[src/rtl/csi2_csr_pkg.sv]
// CSI-2 receiver CSR map: register indices, counts, CLEAR_STAT bits.
// Optional IRQ_MASK register is present when CSI2_CSR_ERR_IRQ_EN is defined.
package csi2_csr_pkg;

   // Control registers (word offsets)
   localparam int CLEAR_STAT_CR      = 0;
   localparam int PHY_ENABLE_CR      = 1;
   localparam int SCCB_SLAVE_ADDR_CR = 2;
   localparam int TOTAL_CR_CNT       = 3;

   // Status registers (offsets from SR_BASE)
   localparam int SR_BASE               = TOTAL_CR_CNT;
   localparam int HEADER_ERR_CNT_SR     = 0;
   localparam int CORR_HEADER_ERR_CNT_SR = 1;
   localparam int CRC_ERR_CNT_SR        = 2;
   localparam int MAX_LN_PER_FRAME_SR   = 3;
   localparam int MIN_LN_PER_FRAME_SR   = 4;
   localparam int MAX_PX_PER_LN_SR      = 5;
   localparam int MIN_PX_PER_LN_SR      = 6;
   localparam int TOTAL_SR_CNT          = 7;

`ifdef CSI2_CSR_ERR_IRQ_EN
   // IRQ_MASK sits after the status block
   localparam int IRQ_MASK_CR    = SR_BASE + TOTAL_SR_CNT;
   localparam int TOTAL_REGS_CNT = TOTAL_CR_CNT + TOTAL_SR_CNT + 1;
`else
   localparam int TOTAL_REGS_CNT = TOTAL_CR_CNT + TOTAL_SR_CNT;
`endif

   // CLEAR_STAT bit positions
   localparam int CLR_STAT_BIT = 0;
   localparam int CLR_IRQ_BIT  = 1;

   // Error source index (counter slot and IRQ_MASK bit)
   localparam int ERR_HDR  = 0;
   localparam int ERR_CORR = 1;
   localparam int ERR_CRC  = 2;
   localparam int ERR_CNT  = 3;

endpackage

[src/rtl/csi2_minmax_tracker.sv]
// Saturating event accumulator with MIN/MAX capture on commit.
// Ports: clear_i (sync reset of stats), count_i, commit_i, arm_i; max_o/min_o.
module csi2_minmax_tracker #(
   parameter int W          = 16,
   // commit value includes a same-cycle count_i
   parameter bit INCL_COUNT = 1'b0,
   // commits are ignored until arm_i has been seen once
   parameter bit NEED_ARM   = 1'b0
) (
   input  logic         clk_i,
   input  logic         rst_n_i,
   input  logic         clear_i,
   input  logic         count_i,
   input  logic         commit_i,
   input  logic         arm_i,
   output logic [W-1:0] max_o,
   output logic [W-1:0] min_o
);

   localparam logic [W-1:0] ONE = {{(W-1){1'b0}}, 1'b1};

   logic [W-1:0] acc_q, acc_d;
   logic [W-1:0] max_q, max_d;
   logic [W-1:0] min_q, min_d;
   logic         armed_q, armed_d;
   logic [W-1:0] acc_inc;
   logic [W-1:0] cval;

   always_comb begin
      acc_d   = acc_q;
      max_d   = max_q;
      min_d   = min_q;
      armed_d = armed_q;
      acc_inc = (&acc_q) ? acc_q : acc_q + ONE;
      cval    = (INCL_COUNT && count_i) ? acc_inc : acc_q;
      if (clear_i) begin
         acc_d   = '0;
         max_d   = '0;
         min_d   = '1;
         armed_d = 1'b0;
      end else begin
         if (arm_i) armed_d = 1'b1;
         if (commit_i) begin
            if (armed_q || !NEED_ARM) begin
               if (cval > max_q) max_d = cval;
               if (cval < min_q) min_d = cval;
            end
            // a count not folded into the commit opens the next run
            acc_d = (!INCL_COUNT && count_i) ? ONE : '0;
         end else if (count_i) begin
            acc_d = acc_inc;
         end
      end
   end

   always_ff @(posedge clk_i or negedge rst_n_i) begin
      if (!rst_n_i) begin
         acc_q   <= '0;
         max_q   <= '0;
         min_q   <= '1;
         armed_q <= 1'b0;
      end else begin
         acc_q   <= acc_d;
         max_q   <= max_d;
         min_q   <= min_d;
         armed_q <= armed_d;
      end
   end

   assign max_o = max_q;
   assign min_o = min_q;

endmodule

[src/rtl/csi2_csr_stat.sv]
// CSI-2 RX CSR file + stats: CSR bus (1-cycle read), control outputs, error/line/px stats.
// Optional macro CSI2_CSR_ERR_IRQ_EN adds IRQ_MASK (word 10) and err_irq_o.
module csi2_csr_stat
   import csi2_csr_pkg::*;
#(
   parameter int DATA_WIDTH      = 32,
   parameter int ADDR_WIDTH      = 8,
   parameter int CNT_WIDTH       = 16,
   parameter int SCCB_ADDR_WIDTH = 7
) (
   input  logic                       clk_i,
   input  logic                       rst_n_i,
   input  logic [ADDR_WIDTH-1:0]      csr_addr_i,
   input  logic                       csr_wr_i,
   input  logic [DATA_WIDTH-1:0]      csr_wr_data_i,
   input  logic                       csr_rd_i,
   output logic [DATA_WIDTH-1:0]      csr_rd_data_o,
   output logic                       csr_rd_valid_o,
   input  logic                       header_err_i,
   input  logic                       corr_header_err_i,
   input  logic                       crc_err_i,
   input  logic                       sof_i,
   input  logic                       eol_i,
   input  logic                       px_i,
   output logic                       phy_enable_o,
   output logic [SCCB_ADDR_WIDTH-1:0] sccb_slave_addr_o
`ifdef CSI2_CSR_ERR_IRQ_EN
   ,
   output logic                       err_irq_o
`endif
);

   typedef logic [ADDR_WIDTH-1:0] addr_t;

   localparam addr_t A_CLR  = addr_t'(CLEAR_STAT_CR);
   localparam addr_t A_PHY  = addr_t'(PHY_ENABLE_CR);
   localparam addr_t A_SCCB = addr_t'(SCCB_SLAVE_ADDR_CR);
   localparam addr_t A_HERR = addr_t'(SR_BASE + HEADER_ERR_CNT_SR);
   localparam addr_t A_CERR = addr_t'(SR_BASE + CORR_HEADER_ERR_CNT_SR);
   localparam addr_t A_CRC  = addr_t'(SR_BASE + CRC_ERR_CNT_SR);
   localparam addr_t A_MXLN = addr_t'(SR_BASE + MAX_LN_PER_FRAME_SR);
   localparam addr_t A_MNLN = addr_t'(SR_BASE + MIN_LN_PER_FRAME_SR);
   localparam addr_t A_MXPX = addr_t'(SR_BASE + MAX_PX_PER_LN_SR);
   localparam addr_t A_MNPX = addr_t'(SR_BASE + MIN_PX_PER_LN_SR);

   logic                       clear_q, clear_d;
   logic                       phy_q, phy_d;
   logic [SCCB_ADDR_WIDTH-1:0] sccb_q, sccb_d;
   logic [DATA_WIDTH-1:0]      rd_data_q, rd_data_d;
   logic                       rd_valid_q;
   logic [DATA_WIDTH-1:0]      rd_mux;
   logic                       wr_clr;

   logic [ERR_CNT-1:0]                ev;
   logic [ERR_CNT-1:0][CNT_WIDTH-1:0] err_q, err_d;

   logic [CNT_WIDTH-1:0] ln_max, ln_min;
   logic [CNT_WIDTH-1:0] px_max, px_min;

   // write-data bits above the widest field carry no state
   logic unused_wdata;
   assign unused_wdata = ^csr_wr_data_i[DATA_WIDTH-1:SCCB_ADDR_WIDTH];

   assign ev[ERR_HDR]  = header_err_i;
   assign ev[ERR_CORR] = corr_header_err_i;
   assign ev[ERR_CRC]  = crc_err_i;

   assign wr_clr = csr_wr_i && (csr_addr_i == A_CLR);

   always_comb begin
      clear_d = wr_clr && csr_wr_data_i[CLR_STAT_BIT];
      phy_d   = phy_q;
      sccb_d  = sccb_q;
      if (csr_wr_i && csr_addr_i == A_PHY)
         phy_d = csr_wr_data_i[0];
      if (csr_wr_i && csr_addr_i == A_SCCB)
         sccb_d = csr_wr_data_i[SCCB_ADDR_WIDTH-1:0];
   end

   // error counters: the clear pulse wins over a same-cycle event
   always_comb begin
      err_d = err_q;
      for (int i = 0; i < ERR_CNT; i++) begin
         if (clear_q)
            err_d[i] = '0;
         else if (ev[i] && !(&err_q[i]))
            err_d[i] = err_q[i] + 1'b1;
      end
   end

   csi2_minmax_tracker #(
      .W          (CNT_WIDTH),
      .INCL_COUNT (1'b0),
      .NEED_ARM   (1'b1)
   ) u_ln (
      .clk_i    (clk_i),
      .rst_n_i  (rst_n_i),
      .clear_i  (clear_q),
      .count_i  (eol_i),
      .commit_i (sof_i),
      .arm_i    (sof_i),
      .max_o    (ln_max),
      .min_o    (ln_min)
   );

   csi2_minmax_tracker #(
      .W          (CNT_WIDTH),
      .INCL_COUNT (1'b1),
      .NEED_ARM   (1'b0)
   ) u_px (
      .clk_i    (clk_i),
      .rst_n_i  (rst_n_i),
      .clear_i  (clear_q),
      .count_i  (px_i),
      .commit_i (eol_i),
      .arm_i    (1'b0),
      .max_o    (px_max),
      .min_o    (px_min)
   );

`ifdef CSI2_CSR_ERR_IRQ_EN
   localparam addr_t A_MASK = addr_t'(IRQ_MASK_CR);

   logic [ERR_CNT-1:0] mask_q, mask_d;
   logic               irq_q, irq_d;

   always_comb begin
      mask_d = mask_q;
      if (csr_wr_i && csr_addr_i == A_MASK)
         mask_d = csr_wr_data_i[ERR_CNT-1:0];
      // a new unmasked error beats a same-cycle clear
      irq_d = (|(ev & mask_q)) ||
              (irq_q && !(wr_clr && csr_wr_data_i[CLR_IRQ_BIT]));
   end

   always_ff @(posedge clk_i or negedge rst_n_i) begin
      if (!rst_n_i) begin
         mask_q <= '0;
         irq_q  <= 1'b0;
      end else begin
         mask_q <= mask_d;
         irq_q  <= irq_d;
      end
   end

   assign err_irq_o = irq_q;
`endif

   always_comb begin
      rd_mux = '0;
      case (csr_addr_i)
         A_PHY:  rd_mux = DATA_WIDTH'(phy_q);
         A_SCCB: rd_mux = DATA_WIDTH'(sccb_q);
         A_HERR: rd_mux = DATA_WIDTH'(err_q[ERR_HDR]);
         A_CERR: rd_mux = DATA_WIDTH'(err_q[ERR_CORR]);
         A_CRC:  rd_mux = DATA_WIDTH'(err_q[ERR_CRC]);
         A_MXLN: rd_mux = DATA_WIDTH'(ln_max);
         A_MNLN: rd_mux = DATA_WIDTH'(ln_min);
         A_MXPX: rd_mux = DATA_WIDTH'(px_max);
         A_MNPX: rd_mux = DATA_WIDTH'(px_min);
`ifdef CSI2_CSR_ERR_IRQ_EN
         A_MASK: rd_mux = DATA_WIDTH'(mask_q);
`endif
         default: rd_mux = '0;
      endcase
      rd_data_d = csr_rd_i ? rd_mux : '0;
   end

   always_ff @(posedge clk_i or negedge rst_n_i) begin
      if (!rst_n_i) begin
         clear_q    <= 1'b0;
         phy_q      <= 1'b0;
         sccb_q     <= '0;
         err_q      <= '0;
         rd_data_q  <= '0;
         rd_valid_q <= 1'b0;
      end else begin
         clear_q    <= clear_d;
         phy_q      <= phy_d;
         sccb_q     <= sccb_d;
         err_q      <= err_d;
         rd_data_q  <= rd_data_d;
         rd_valid_q <= csr_rd_i;
      end
   end

   assign csr_rd_data_o     = rd_data_q;
   assign csr_rd_valid_o    = rd_valid_q;
   assign phy_enable_o      = phy_q;
   assign sccb_slave_addr_o = sccb_q;

endmodule

[config.mk]
export PLATFORM = sky130hd
export DESIGN_NAME = csi2_csr_stat
export DESIGN_NICKNAME = d
export VERILOG_FILES = /design/src/rtl/csi2_csr_pkg.sv /design/src/rtl/csi2_minmax_tracker.sv /design/src/rtl/csi2_csr_stat.sv
export SDC_FILE = /design/constraint.sdc
export NUM_CORES = 1
export LEC_CHECK = 0
export ABC_AREA = 0
export CORE_ASPECT_RATIO = 0.75
export CORE_MARGIN = 2
export CORE_UTILIZATION = 63
export CTS_CLUSTER_SIZE = 10
export DETAILED_ROUTE_END_ITERATION = 10
export DONT_BUFFER_PORTS = 1
export GPL_TIMING_DRIVEN = 0
export PLACE_DENSITY_LB_ADDON = 0.05
export SYNTH_ARGS = -nofsm -noshare
export SYNTH_HDL_FRONTEND = slang
export SYNTH_SLANG_ARGS = --single-unit
[constraint.sdc]
create_clock -name clk_i -period 10.3 [get_ports clk_i]
set_input_delay 1.03 -clock clk_i [delete_from_list [all_inputs] [get_ports clk_i]]
set_output_delay 1.03 -clock clk_i [all_outputs]
set_load 0.01 [all_outputs]
==> impl_metrics.ini <==
[finish]
regArea_um2 = 4319
diodes = 0
syn2layout_area_growth_pct = 10.06
nets = 1190
multiInputGateArea_um2 = 5002
drive_gt1_share_pct = 9.752
fillers = 1147

[synthesis]
netlist-cell-type-count = 60
yosys.area.top_type = dfrtp_1
synth_xor_area_share_pct = 5.894
synth-adder-area-share_pct = 8.330
async_reset_ff_share_pct = 100.0
synth_top_cell_area_share_pct = 35.09
syn-mean-instance-area_um2 = 9.532
synth-main-ff-cell = dfrtp_1
seq_area_frac_synth_pct = 43.57
synthTopCellsByArea = dfrtp_1, dfstp_2, ha_1
yosysMostFrequentCell = nor2_1
postSynthCellCount = 1040
yosysWarnings = 0
synth_top_family_by_area = simple AND/OR/NAND/NOR gates
ys_seq_elements = 171
synth_edf_count = 0
synth.mux.area_fraction_pct = 3.850
synth-compound-area-share_pct = 14.25
synth_common_cells = nor2_1, dfrtp_1, inv_1
synthSimpleGateAreaFrac_pct = 17.53
syn_area_um2 = 9913

[clocking]
cts_buffer_depth = 2
post_cts_resized = 0
cts.htree.levels = 4
postCtsSetupBuffers = 0
hold_buffers = 0
clock-root-buffer = clkbuf_16
cts_buffers = 17
clock_sinks = 171
cts_tree = yes
path_clk_slew_ns = 0.07
insertion_delay_ns = 0.44

[worst_setup_path]
worst_path_max_delay_cell = dfrtp_1
critPathTopFamily = simple AND/OR/NAND/NOR gates
cp.arrival_ns = 5.02
crit_path_max_fanout = 10
required_ns = 10.63
endpoint_kind = flip-flop
cp-start-kind = flip-flop
crit_path_max_incr_delay_ns = 0.50
worstPathCellList = ha_1 > nand3_1 > or4_1 > buf_2 > nand3_1 > or2_2 > xor2_1 > inv_1 > ha_1 > nand4_1 > nor4_1 > o21ai_0 > nor3b_1 > o41a_1 > buf_2 > a21oi_1 > a311oi_1
worstSetupPathType = flip-flop to flip-flop
crit_buf_inv = 3

[detailed_routing]
firstDrtPassIters = 7
wl_um = 25190
via_count = 8022
routedWlPerCell_um = 19.50
route.detailed.drc = 0
viasPerCell = 6.209
drtIter0Drc = 906
final_antenna_net_count = 0

[placed_design]
dpl.hpwl_um = 18400
dpl_worst_slack_ns = 5.390
gp_congestion = 0.9625
portBuffers = 0

[global_routing]
track_usage_pct = 31.56
grt_first_pass_wirelength_um = 40460
grt-ovfl-total = 0
grt_max_degree = 172
antenna_found_initial = 0
grt_pass1_vias = 7416

[sta]
clock.fmax_ghz = 0.2130
hold_violations = 0
layout_min_cycle_time_ns = 4.695
relSlewSlack_pct = 43.19
setup_tns_ns = 0
setup_viol = 0
finalCritPeriodShare_pct = 45.59
worst_slack_ns = 5.605
grt_setup_unrepaired = no
slew_violations = 0
worst_pin_slew_ns = 0.8456
clock_skew_ns = 0.009325

[pwr]
p_per_area_nw_per_um2 = 181.1
vdd_ir_drop_max_v = 0.0001195
p_leak_nw = 5.134

[floorplan]
io_pins = 91
core_um2 = 15320
fp.dieW_um = 148.8
initial_utilization_pct = 64.70
rows = 39
die-area_um2 = 16770
die_y_um = 112.6

[status]
status = finished clean

[min_path]
hold_class = input pin to async pin

[flow_run]
drv_cap = 0
[routing by layer]
metal / vias to the layer above / part of all wire [%] / track usage [%]
met1: 3887 / 48 / 49.80
li1: 3755 / - / -
met3: 30 / 9.7 / 7.602
met5: - / 0 / 0
met2: 350 / 41 / 42.56
met4: 0 / 2.1 / 9.905
[worst register-to-register path, stage by stage (launching register included)]
cell and delay (ns):
dfrtp_1 0.50, ha_1 0.22, nand3_1 0.13, or4_1 0.48, buf_2 0.17, nand3_1 0.14
or2_2 0.14, xor2_1 0.35, inv_1 0.17, ha_1 0.31, nand4_1 0.11, nor4_1 0.51
o21ai_0 0.18, nor3b_1 0.32, o41a_1 0.20, buf_2 0.24, a21oi_1 0.11, a311oi_1 0.30
[path summary, 6_finish.rpt]
kind / from / end / slack (ns) / cells after the start
min reg2reg: u_ln.armed_q$_DFFE_PN0P_ / u_ln.armed_q$_DFFE_PN0P_ / 0.49 / 2
min: rst_n_i / err_q[28]$_DFFE_PN0P_ / 0.28 / 0
max in group asynchronous: rst_n_i / u_ln.min_o[2]$_DFFE_PN1P_ / 9.78 / 0
min in group clk_i: u_ln.armed_q$_DFFE_PN0P_ / u_ln.armed_q$_DFFE_PN0P_ / 0.49 / 2
max reg2reg: u_px.acc_q[0]$_DFF_PN0_ / u_px.max_o[13]$_DFFE_PN0P_ / 5.60 / 17
max: u_px.acc_q[0]$_DFF_PN0_ / u_px.max_o[13]$_DFFE_PN0P_ / 5.60 / 17
[power breakdown]
group	total [W]	internal, W	switching [W]
clock network	0.000753	0.000461	0.000292
logic	0.000339	0.000156	0.000183
registers	0.000885	0.000763	0.000121
[state kept, by name (all words and copies together) (netlist names)]
| signal | flops |
|---|---|
| u_ln.armed_q | 1 |
| phy_enable_o | 1 |
| csr_rd_valid_o | 1 |
| u_px.max_o | 16 |
| sccb_slave_addr_o | 7 |
| u_ln.max_o | 16 |
| u_px.acc_q | 16 |
| u_px.min_o | 16 |
| err_q | 48 |
| csr_rd_data_o | 16 |
| u_ln.acc_q | 16 |
| u_ln.min_o | 16 |
| clear_q | 1 |
[placed cells by master (no fill, tap or decap), drive strengths merged, types with 18 or more instances in the layout]
master / count
dfrtp: 139
nand3: 25
o21ai: 18
clkbuf: 58
nand4: 31
xor2: 36
a21oi: 59
nand2: 38
nor2: 140
inv: 92
a22oi: 28
xnor2: 28
mux2i: 19
nor3: 37
buf: 24
dfstp: 32
ha: 66
[logic make-up after synthesis]
group	after synthesis
and+or+nand+nor	352
AOI/OAI and AO/OA	202
DFF	171
buffers and inverters	152
adders and majority gates	66
xor gates and xnor gates	65
muxes	31
other	1
[area by class of cell]
cell class / instances / share of cell area [%]
multi-input cells: 732 / 45.85
flip-flops and latches: 171 / 39.59
clock buffers: 17 / 3.899
inverters: 87 / 2.993
plain buffers: 65 / 2.947
clock inverters: 15 / 2.374
well taps: 205 / 2.351
[per-stage QoR]
step           hold WS [ns]  cells  util, %  instance area, µm²  power, W
2_1_floorplan        0.4598   1055        -                9970  0.001110
3_3_place_gp         0.4775   1260    66.74               10230  0.001203
3_5_place_dp         0.4854   1260    66.74               10230  0.001215
4_1_cts              0.2719   1292    71.21               10910  0.001969
5_1_grt              0.2592   1292    71.21               10910  0.002058
6_report             0.2826   1292    71.21               10910  0.001976
Note: power is estimated with default switching activity, not from simulation.
==> variant 1: new RTL, same flow settings <==
Set the parameter `SCCB_ADDR_WIDTH` to 6 (it was 7).
--- a/src/rtl/csi2_csr_stat.sv
+++ b/src/rtl/csi2_csr_stat.sv
@@ -8,3 +8,3 @@
    parameter int CNT_WIDTH       = 16,
-   parameter int SCCB_ADDR_WIDTH = 7
+   parameter int SCCB_ADDR_WIDTH = 6
 ) (
Ports: changed (resized sccb_slave_addr_o); port bits go from 91 to 90. No check against the original RTL was run, so the function may have changed too.
==> variant 1 against the original RTL <==
Cell area is 1.5% higher; non-clock buffer count increased by 3; setup slack better by 0.17 ns; combinational power down 10%; worst hold slack got worse by 0.0085 ns; routed wire length up 4.9%; final cell count up 3.9%; sequential cell count shrank 1; area after synthesis is 2.6% higher; critical path depth is 3 lower; power decreased by 11%; critical endpoint is now u_px.max_o[3]; largest power group unchanged.
==> variant 1: results (changes against the original RTL) <==
Power
  • Peak supply drop: 0.0961 mV (was 0.120 mV)
  • Combinational Power Share: 0.173 (was 0.171)
  • Switching Fraction: 0.314 (was 0.302)
  • LEAKAGE: 4.93 nW (was 5.13 nW)

Synth
  • Area contributors post-synth: dfrtp_1, dfstp_2, ha_1 (unchanged)
  • Async SR Flop Fraction: 1.00 (unchanged)
  • Sequential fraction of the synthesis area: 0.422 (was 0.436)
  • Synth unique cells: 65 (was 60)
  • Top post-synthesis cells by count: nor2_1, dfrtp_1, inv_1, ha_1, a21oi_1 (unchanged)

Placement
  • RD Place Congestion: 0.923 (was 0.963)
  • Place WS: 5.48 ns (was 5.39 ns)
  • Post-DP HPWL: 19500 µm (was 18400 µm)

Detailed routing
  • TritonRoute pass-1 iters: 5 (was 7)
  • WL/cell: 19.7 µm (was 19.5 µm)
  • Drt via density: 6.21 (about the same)
  • 1st-iter DRT viols: 836 (was 906)

Critical path
  • Worst reg-to-reg setup slack: 5.77 ns (was 5.60 ns)
  • Critical Path AT: 4.88 ns (was 5.02 ns)
  • FF-to-FF End: u_px.max_o[3] (was u_px.max_o[13])
  • FF-to-FF path depth: 14 (was 17)

Final layout
  • P&R area growth vs syn: 8.82% (was 10.1%)
  • # fillers: 1260 (was 1147)
  • NumNets Final: 1235 (was 1190)
  • Layout cells sized above 1: 0.0928 (was 0.0975)

Outcome
  • Status: complete, no violations (unchanged)

Global routing
  • Gr usage total: 0.325 (was 0.316)
  • Global-route wire length before repair: 42500 µm (was 40500 µm)
  • Largest net degree at the start of global routing: 171 (was 172)
  • Vias in the first global route: 7733 (was 7416)

Timing
  • Slew of the pin with the lowest slew margin: 0.866 ns (was 0.846 ns)
  • Worst Skew: 0.00931 ns (was 0.00932 ns)
variant 1: changes by cell type after synthesis, sizes merged, moves of 8 or more:
cell	unedited run	this run
a31oi	13	30
a311oi	13	2
xor2	36	49
nor3	37	12
o21ai	18	31
or3	6	19
a22o	2	10
a211o	17	2
xnor2	28	16
o211ai	1	12
mux2i	19	40
nand2	38	47
nand3	25	38
variant 1: worst max-delay path: stages, from the launching register on:
cell and delay (ns):
dfrtp_1 0.51, ha_1 0.33, nand4_2 0.14, nor4_1 0.58, nand4bb_1 0.23, xor2_1 0.33, inv_1 0.15, ha_1 0.34
a21oi_1 0.17, a21boi_0 0.11, o311ai_0 0.42, o211a_1 0.38, clkbuf_1 0.41, o21ai_0 0.16, a21oi_1 0.17
variant 1: cells by family after synthesis:
logic type               Yosys count  synth area share
AO/OA/AOI/OAI                    209             0.138
XOR/XNOR                          65            0.0560
adder cells (fa/ha/maj)           66            0.0812
buffers and inverters            150            0.0626
flip-flops                       170             0.422
multiplexers                      51            0.0560
other                              1          0.000369
AND/OR/NAND/NOR                  373             0.184
variant 1: area by class of cell:
| cell class | count | area (µm²) | share of cell area |
|---|---|---|---|
| clock buffers | 18 | 439 | 0.0397 |
| well taps | 210 | 263 | 0.0237 |
| plain buffers | 68 | 329 | 0.0297 |
| flip-flops and latches | 170 | 4290 | 0.388 |
| inverters | 82 | 308 | 0.0278 |
| clock inverters | 14 | 139 | 0.0125 |
| multi-input cells | 780 | 5300 | 0.479 |
variant 1: worst max path at each step:
| stage | start | endpoint | slack [ns] | cells after the start |
|---|---|---|---|---|
| global route | u_px.acc_q[0] | u_px.max_o[2] | 5.32 | 14 |
| finish | u_px.acc_q[0] | u_px.max_o[3] | 5.77 | 14 |
| floorplan | px_i | u_px.max_o[10] | 6.31 | 14 |
| global placement | px_i | u_px.max_o[9] | 5.52 | 14 |
| CTS | u_px.acc_q[0] | u_px.max_o[3] | 5.88 | 14 |
| detailed placement | px_i | u_px.max_o[5] | 5.48 | 14 |
variant 1: metrics by stage:
step / hold WS, ns / total power, W / cells
final: 0.274 / 0.00177 / 1342
after global routing: 0.263 / 0.00184 / 1342
after CTS: 0.267 / 0.00176 / 1342
after detailed placement: 0.497 / 0.00112 / 1310
after global placement: 0.483 / 0.00111 / 1310
after floorplan: 0.460 / 0.00104 / 1100
variant 1: routing by layer:
layer | up-vias | track usage | part of all wire
met4 | 0 | 0.104 | 0.022
met2 | 371 | 0.440 | 0.40
li1 | 3926 | - | -
met5 | - | 0 | 0
met1 | 3998 | 0.516 | 0.48
met3 | 34 | 0.0693 | 0.10
==> variant 2: new RTL, same settings <==
Made on the original files. Take the reset off `rd_data_q` and load it in a clocked block of its own.
--- a/src/rtl/csi2_csr_stat.sv
+++ b/src/rtl/csi2_csr_stat.sv
@@ -174,3 +174,2 @@
          err_q      <= '0;
-         rd_data_q  <= '0;
          rd_valid_q <= 1'b0;
@@ -181,5 +180,8 @@
          err_q      <= err_d;
-         rd_data_q  <= rd_data_d;
          rd_valid_q <= csr_rd_i;
       end
+   end
+
+   always_ff @(posedge clk_i) begin
+      rd_data_q <= rd_data_d;
    end
Behaviour: not the same (a bounded check fails within 4 cycles, from zero or initial values and one cycle with rst_n_i low).
==> variant 2 against the original RTL <==
Power down 4.7%; clock skew up 0.00071 ns; clock power down 12%; global-route usage up 2.0 points; sequential cell count unchanged; sequential power down 2%; setup slack worse by 0.24 ns; routed wire length up 10%; via count up 4.4%; cell area up 1.5%; combinational power up 4%; area after synthesis up 2.4%; critical endpoint is now u_px.max_o[7]; highest routed layer is now met5.
==> variant 2: results (changes against the original RTL) <==
Final layout
  • Multi-In Gates: 778 (was 732)
  • Invs w/o clock: 90 (was 87)
  • # clk buffers: 21 (was 17)
  • NumNets Final: 1235 (was 1190)
  • Buffering overhead: 0.0283 (was 0.0295)
  • P&R area growth vs syn: 9.12% (was 10.1%)
  • Storage cell area: 4240 µm² (was 4320 µm²)
  • Clk tree area frac: 0.0548 (was 0.0627)
  • Area of the multi-input gates: 5320 µm² (was 5000 µm²)
  • Layout cells sized above 1: 0.108 (was 0.0975)

Power
  • Peak supply drop: 0.126 mV (was 0.120 mV)
  • Sequential share of power: 0.461 (was 0.448)
  • LEAKAGE: 4.95 nW (was 5.13 nW)
  • Clock network power: 0.000660 W (was 0.000753 W)
  • Power per cell area: 170 nW/µm² (was 181 nW/µm²)
  • Pint: 0.00130 W (was 0.00138 W)

Global routing
  • Vias in the first global route: 7422 (was 7416)
  • Largest net degree at the start of global routing: 156 (was 172)
  • Gr usage total: 0.335 (was 0.316)
  • Antenna violations before repair: 1 (was 0)

Synth
  • Top post-synthesis cells by count: nor2_1, dfrtp_1, inv_1, nand2_1, ha_1 (was nor2_1, dfrtp_1, inv_1, ha_1, a21oi_1)
  • Post-Syn Area per Cell: 9.36 µm² (was 9.53 µm²)
  • Async SR Flop Fraction: 0.906 (was 1.00)
  • Area contributors post-synth: dfrtp_1, dfstp_2, ha_1 (unchanged)
  • Synth unique cells: 70 (was 60)
  • Gate Count Post-Synth: 1085 (was 1040)

Timing
  • Worst Skew: 0.0100 ns (was 0.00932 ns)
  • Fin Hold WS: 0.293 ns (was 0.283 ns)
  • Final worst-path cycle share: 0.479 (was 0.456)

Placement
  • Post-DP HPWL: 21000 µm (was 18400 µm)
  • Cell Count Post-Placement: 1310 (was 1260)
  • Area after DPL: 10500 µm² (was 10200 µm²)
  • Place WS: 5.35 ns (was 5.39 ns)
  • RD Place Congestion: 0.956 (was 0.963)

Critical path
  • Worst reg-to-reg setup slack: 5.36 ns (was 5.60 ns)
  • FF-to-FF End: u_px.max_o[7] (was u_px.max_o[13])
  • Worst Setup EP: u_px.max_o[7] (was u_px.max_o[13])
  • Critical path's largest stage delay: 0.64 ns (was 0.50 ns)
  • Critical Path AT: 5.27 ns (was 5.02 ns)
  • FF-to-FF path depth: 16 (was 17)

Detailed routing
  • Drt via density: 6.24 (was 6.21)
  • 1st-iter DRT viols: 1008 (was 906)
  • WL/cell: 20.7 µm (was 19.5 µm)

Outcome
  • Status: complete, no violations (unchanged)
[variant 2: changes by cell type in the layout (fill, tap and decap cells not counted), sizes merged, moves of 9 or more]
cell    unedited run  this run
nand2             38        74
a22oi             28         4
nor3              37        16
mux2i             19        39
o211ai             1        18
a211o             17         1
dfrtp            139       123
dfxtp              0        16
o21ai             18        33
a211oi             4        18
a21oi             59        46
a311oi            13         0
and4               9        18
[variant 2: logic make-up after synthesis]
family,share of synthesized area
AOI/OAI and AO/OA,0.140
xor gates and xnor gates,0.0574
adders and majority gates,0.0813
buffers and inverters,0.0642
DFF,0.418
muxes,0.0551
other,0.000369
and+or+nand+nor,0.184
[variant 2: routing by layer]
metal,up-vias,global-route usage,wire length [µm]
li1,3893,-,-
met1,4031,0.529,12900
met2,414,0.440,11000
met3,31,0.116,3530
met4,2,0.0704,382
met5,-,0,13
